$ cat src/rtl/screen_pkg.sv
// Shared state encoding, screen codes and colour constants for the pinball
// screen sequencer.
package screen_pkg;

  typedef enum logic [2:0] {
    S_START,
    S_INTRO,
    S_PLAY,
    S_OVER,
    S_WIN
  } state_t;

  localparam logic [1:0] SCR_START = 2'd0;
  localparam logic [1:0] SCR_MAIN  = 2'd1;
  localparam logic [1:0] SCR_OVER  = 2'd2;
  localparam logic [1:0] SCR_WIN   = 2'd3;

  localparam logic [7:0] RGB_BLACK = 8'h00;

endpackage

$ cat src/rtl/screen_controller_frame_timer.sv
// Frame-granular down counter: a load value N expires on exactly the N-th
// startOfFrame after the load (a load value of 0 behaves like 1).
module frame_timer (
  input  logic       clk,
  input  logic       resetN,
  input  logic       load,
  input  logic [7:0] load_value,
  input  logic       startOfFrame,
  output logic       expired
);

  logic [7:0] cnt;

  assign expired = startOfFrame && (cnt <= 8'd1);

  // A load wins over a coincident frame pulse; the count parks at zero.
  always_ff @(posedge clk or negedge resetN) begin
    if (!resetN) begin
      cnt <= 8'd0;
    end else if (load) begin
      cnt <= (load_value == 8'd0) ? 8'd1 : load_value;
    end else if (startOfFrame && (cnt != 8'd0)) begin
      cnt <= cnt - 8'd1;
    end
  end

endmodule

$ cat src/rtl/screen_controller.sv
// Pinball screen sequencer: start/intro/play/over/win screens, game start pulse,
// registered RGB mux and session high score. Optional macro: SCREEN_BLINK_EN.
import screen_pkg::*;

module screen_controller #(
  parameter int         INTRO_FRAMES = 60,
  parameter int         OVER_FRAMES  = 120,
  parameter logic [3:0] WIN_SCORE    = 4'd9
) (
  input  logic       clk,
  input  logic       resetN,
  input  logic       startOfFrame,
  input  logic       key5IsPressed,
  input  logic [3:0] life,
  input  logic [3:0] score,
  input  logic [7:0] RGB_screen_start,
  input  logic [7:0] RGB_screen_main,
  input  logic [7:0] RGB_screen_over,
  output logic [7:0] RGB_out,
  output logic       start,
  output logic [1:0] screen_sel,
  output logic       game_active,
  output logic [3:0] high_score
);

  localparam logic [7:0] INTRO_LOAD = INTRO_FRAMES[7:0];
  localparam logic [7:0] OVER_LOAD  = OVER_FRAMES[7:0];

  state_t     state, state_nx;
  logic       armed, armed_nx;
  logic       key_d, key_rise;
  logic       start_nx;
  logic [3:0] high_score_nx;
  logic       load, expired;
  logic [7:0] load_value;
  logic [7:0] over_pix;

  assign key_rise = key5IsPressed & ~key_d;

  frame_timer u_timer (
    .clk          (clk),
    .resetN       (resetN),
    .load         (load),
    .load_value   (load_value),
    .startOfFrame (startOfFrame),
    .expired      (expired)
  );

  // armed masks stale life/score in PLAY and gates the key in OVER/WIN.
  always_comb begin
    state_nx      = state;
    armed_nx      = armed;
    start_nx      = 1'b0;
    high_score_nx = high_score;
    load          = 1'b0;
    load_value    = OVER_LOAD;
    case (state)
      S_START: begin
        if (key_rise) begin
          state_nx   = S_INTRO;
          load       = 1'b1;
          load_value = INTRO_LOAD;
        end
      end
      S_INTRO: begin
        if (expired) begin
          state_nx = S_PLAY;
          start_nx = 1'b1;
          armed_nx = 1'b0;
        end
      end
      S_PLAY: begin
        if (!armed) begin
          if (startOfFrame) armed_nx = 1'b1;
        end else if ((life == 4'd0) || (score >= WIN_SCORE)) begin
          state_nx = (life == 4'd0) ? S_OVER : S_WIN;
          load     = 1'b1;
          armed_nx = 1'b0;
          if (score > high_score) high_score_nx = score;
        end
      end
      S_OVER, S_WIN: begin
        if (!armed) begin
          if (expired) armed_nx = 1'b1;
        end else if (key_rise) begin
          state_nx = S_START;
        end
      end
      default: state_nx = S_START;
    endcase
  end

  // key_d resets high so a key held through reset is not seen as a press.
  always_ff @(posedge clk or negedge resetN) begin
    if (!resetN) begin
      state      <= S_START;
      armed      <= 1'b0;
      key_d      <= 1'b1;
      start      <= 1'b0;
      high_score <= 4'd0;
    end else begin
      state      <= state_nx;
      armed      <= armed_nx;
      key_d      <= key5IsPressed;
      start      <= start_nx;
      high_score <= high_score_nx;
    end
  end

`ifdef SCREEN_BLINK_EN
  logic [4:0] blink_cnt;

  always_ff @(posedge clk or negedge resetN) begin
    if (!resetN) begin
      blink_cnt <= 5'd0;
    end else if ((state == S_PLAY) && load) begin
      blink_cnt <= 5'd0;
    end else if (startOfFrame) begin
      blink_cnt <= blink_cnt + 5'd1;
    end
  end

  assign over_pix = blink_cnt[4] ? RGB_BLACK : RGB_screen_over;
`else
  assign over_pix = RGB_screen_over;
`endif

  always_ff @(posedge clk or negedge resetN) begin
    if (!resetN) begin
      RGB_out <= RGB_BLACK;
    end else begin
      case (state)
        S_START, S_INTRO: RGB_out <= RGB_screen_start;
        S_PLAY:           RGB_out <= RGB_screen_main;
        default:          RGB_out <= over_pix;
      endcase
    end
  end

  always_comb begin
    case (state)
      S_START:        screen_sel = SCR_START;
      S_INTRO,
      S_PLAY:         screen_sel = SCR_MAIN;
      S_OVER:         screen_sel = SCR_OVER;
      S_WIN:          screen_sel = SCR_WIN;
      default:        screen_sel = SCR_START;
    endcase
  end

  assign game_active = (state == S_PLAY);

endmodule

$ cat config.mk
export PLATFORM = sky130hd
export DESIGN_NAME = screen_controller
export DESIGN_NICKNAME = d
export VERILOG_FILES = /design/src/rtl/screen_pkg.sv /design/src/rtl/screen_controller_frame_timer.sv /design/src/rtl/screen_controller.sv
export SDC_FILE = /design/constraint.sdc
export NUM_CORES = 1
export LEC_CHECK = 0
export ABC_AREA = 0
export CAP_MARGIN = 10
export CORE_MARGIN = 8
export CORE_UTILIZATION = 50
export CTS_CLUSTER_DIAMETER = 200
export DETAILED_ROUTE_END_ITERATION = 10
export PLACE_DENSITY_LB_ADDON = 0.2
export SYNTH_ARGS = -nofsm -noshare
export SYNTH_HDL_FRONTEND = slang
export SYNTH_SLANG_ARGS = --single-unit
$ cat constraint.sdc
create_clock -name clk -period 4.9 [get_ports clk]
set_input_delay 0.49 -clock clk [delete_from_list [all_inputs] [get_ports clk]]
set_output_delay 0.49 -clock clk [all_outputs]
set_load 0.005 [all_outputs]
==> summary by stage <==
Route
The number of design-rule violations left by the first detailed-router iteration is 82. The detail route stage leaves a number of antenna-violating nets equal to 0. The average detailed-routed wire length per instance is between 15 and 20 µm. After detailed routing, the number of remaining DRC violations is 0. The final route contains 1418 vias. Using the TritonRoute via totals, the vias-per-cell ratio works out to 5.63. The first TritonRoute pass finished after 4 iterations. For this block, the routed nets add up to 3980 µm of wire.

STA
Setup repair after global routing left no endpoint under its margin. Setup violations remaining at the end of the flow were counted as 0. The maximum clock frequency is 330 MHz. The summed negative setup slack over all endpoints is 0 ns.

The minimum period implied by the final worst setup slack is a little over 3 ns. For the final database, setup skew stands at 0.00287 ns. After layout, the worst path uses 61.9% of the clock period.

The worst pin sits at a relative slew slack of 46.9%. The transition at the pin with the smallest max-transition slack is 0.793 ns. The final number of hold-violating endpoints is 0. Across all setup checks in the final design, the least slack found is 1.87 ns. The number of max-slew violations in the final report came to 0.

Global route
The maximum number of pins on one net before global-route repair is 27. The initial antenna violation count came to 0. Global routing used between 5 and 6% of the available met3 tracks. The total routing usage reported by global routing is roughly 15%. Global routing consumed, on the met2 layer, 25.3% of the routing resources. Summed over all layers, the global routing overflow is 0.

The met1 demand-to-capacity share in global routing is 17.0%. The via count of the first global-routing pass is 1499. The routing layer with the top usage in global route is met2.

The first global-routing pass estimated 6500 µm of wire.

Setup path
The path type of the worst setup path is flop to output pin. In this run the critical register-to-register path is launched from state[2]. The required arrival time at the worst endpoint is 4.41 ns. The kind of start point of the critical path is a flop. The slack of the worst reg-to-reg path is 2.81 ns. The critical path capture point type is an output pin. In this run the critical register-to-register path is captured at u_timer.cnt[4]. The depth of the worst register-to-register path is 4. In this run the worst path has a maximum fanout of 20. Data arrives at the worst endpoint at 2.54 ns.

Power
The worst-case vdd ir drop is ~0.25 mV. The share of total power dissipated in combinational logic is roughly half. Overall power consumption after layout is estimated at 1.10 mW. The leakage power is 0.890 nW. In this run the power spent charging and discharging nets is 0.439 mW. The internal power of the cells totals about 0.66 mW. The sequential group share of total power is 38.1%. In this run the power density over the cells is around 500 nW/µm². Net switching is about two fifths of the power. Per report_power, the clock group accounts for 10.0% of the total.

Clocking
The clock-pin slew on the worst setup and hold paths is roughly 0.14 ns. The buffers inserted during post-CTS setup optimization is 0. The count of instances resized after the clock tree is built is 0. For this design, the sink count on the clock tree is 26. The hold-fix buffer count after cts is 0. At the later pin of the worst-skew pair, clock insertion delay measures 0.32 ns. The root buffer cell is clkbuf_4. The buffer depth of the longest clock path is 2. The CTS tree is yes. The number of clock buffers added by TritonCTS is 3. CTS built an H-tree with a depth of 1.

Final layout
The area of the multi-input gates is 883 µm². The footprint of the flip-flops and latches is 652 µm². Once layout is complete, the utilization of the core stands at 71.7%. 0 antenna diodes ended up in the layout. Counting the fill cells in the layout gives 250. The growth of design area from synthesis to finish is 35.7%.

The net count reported at finish is 252. The share of post-route cells with drive strength above 1 is 10.6%. After routing the design area is 2190 µm².

Worst hold path
The path type of the worst min-delay path is primary input to asynchronous set/reset pin.

Die
The chip height is 72.8 µm. The starting density of the core is 52.9%. The count of standard-cell rows is 20. 52 I/O pins were placed. The floorplan die area is 5300 µm². The floorplan step defined a core boundary enclosing 3050 µm².

The die width is 72.8 µm.

Synthesis
The most used flip-flop cell after synthesis is dfrtp_1. After synthesis, the share of flip-flops with an asynchronous set or reset is between 90% and 100%. After synthesis, the largest family of logic cells by area is compound AO/OA/AOI/OAI gates.

The unique cell type count in the Yosys netlist is 50. The count of flip-flops with a built-in enable after synthesis is 0. The average instance in the mapped netlist occupies 10.2 µm².

Counting every net in the synthesized netlist gives 202. After synthesis the cells add up to 1610 µm². The number of warnings issued by yosys is 0. After synthesis the netlist holds a flip-flop and latch count of 26. The area fraction in compound gates after synthesis is 26.8%. dfrtp_1 takes more of the synthesized area than any other cell.

The area share of xor/xnor cells in the synthesized design is 2.17%. After synthesis, flip-flops and latches occupy 40.4% of the total area. The top cell type's share of synthesized area is 38.8%. The synthesized netlist devotes between 15 and 20% of its cell area to simple gates. The adder-cell share of the synthesized area is 5.43%. In the synthesized netlist, mux cells make up 3.41% of the area. The gate count after technology mapping is 159.

By area the synthesized netlist is led by dfrtp_1, a22oi_1, ha_1.

Outcome
The run finished with clean final reports.

Placed design
The wire-length estimate of the detail-placed layout is 3080 µm. After detailed placement, the total cell area comes to 2150 µm². The count of buffers added on input and output ports is a little over 50. The placer's final routability congestion estimate is 0.840. The pre-CTS setup slack is 2.31 ns.

Flow run
The total of max-cap violations is 0.
==> state kept, by name, summed over array words and instances, names as in the netlist <==
name,cells
RGB_out,8
u_timer.cnt,8
high_score,4
state,3
armed,1
key_d,1
start,1
==> routing by layer <==
| layer | wire length (µm) | part of all wire [%] | vias up |
|---|---|---|---|
| li1 | - | - | 694 |
| met1 | 1770 | 44 | 672 |
| met2 | 1820 | 46 | 47 |
| met3 | 344 | 8.6 | 5 |
| met4 | 49 | 1.2 | 0 |
| met5 | 0 | 0 | - |
==> synthesized netlist by cell type (2+ instances only) <==
cell and count:
dfrtp_1 25, a22oi_1 17, o21ai_0 14, inv_1 12, nor2_1 11, nand2_1 9, ha_1 7, mux2_2 4
xnor2_1 4, a21oi_1 3, buf_2 3, clkbuf_1 3, nand3_1 3, nor2b_1 3, a21boi_0 2, and3_1 2
nand4_1 2, nor4_4 2, o2bb2ai_1 2
==> worst max-delay path, stage by stage, from the launching register on <==
cell and delay, ns:
dfrtp_1 0.66, nor2_1 0.72, nand2_1 0.15, o21ai_0 0.13, clkdlybuf4s50_1 0.55
==> kinds of logic after synthesis <==
kind of cell | count (synthesis)
AOI/OAI and AO/OA | 57
muxes | 5
DFF | 26
and+or+nand+nor | 41
buffers and inverters | 19
adders and majority gates | 7
xor gates and xnor gates | 4
==> layout by cell type, fill, tap and decap left out, types with 2 or more instances in the layout <==
cell type        count
xnor2_1              4
o21ai_0             14
nor2_1              11
and3_1               2
inv_1               12
a21oi_1              3
nand2_1              9
clkdlybuf4s50_1     51
nand3_1              3
clkbuf_4             3
nor2b_1              3
a21boi_0             2
mux2_2               4
nor4_4               2
dfrtp_1             25
nand4_1              2
a22oi_1             17
o2bb2ai_1            2
ha_1                 7
==> power groups by stage <==
stage	combinational, mW	sequential [mW]	clock, mW
floorplan	0.384	0.368	0
global placement	0.554	0.414	0
detailed placement	0.570	0.420	0
CTS	0.575	0.417	0.114
global route	0.626	0.434	0.123
finish	0.569	0.418	0.110
==> how the worst max path moves through the flow <==
stage | startpoint | to
CTS | state[2] | screen_sel[0]
finish | state[2] | screen_sel[0]
floorplan | score[0] | high_score[0]
global route | state[2] | screen_sel[0]
global placement | state[2] | screen_sel[0]
detailed placement | state[2] | screen_sel[0]
==> through the flow <==
step	hold slack (ns)	cells
2_1_floorplan	0.194	159
3_3_place_gp	0.516	248
3_5_place_dp	0.527	248
4_1_cts	0.507	252
5_1_grt	0.515	252
6_report	0.505	252
==> area by class of cell <==
cell class | count | share of cell area [%]
multi-input cells | 114 | 40.3
inverters | 12 | 2.06
well taps | 44 | 2.51
clock buffers | 4 | 1.66
repair buffers | 52 | 23.7
flip-flops and latches | 26 | 29.8
Power figures use the tool's default switching activity.
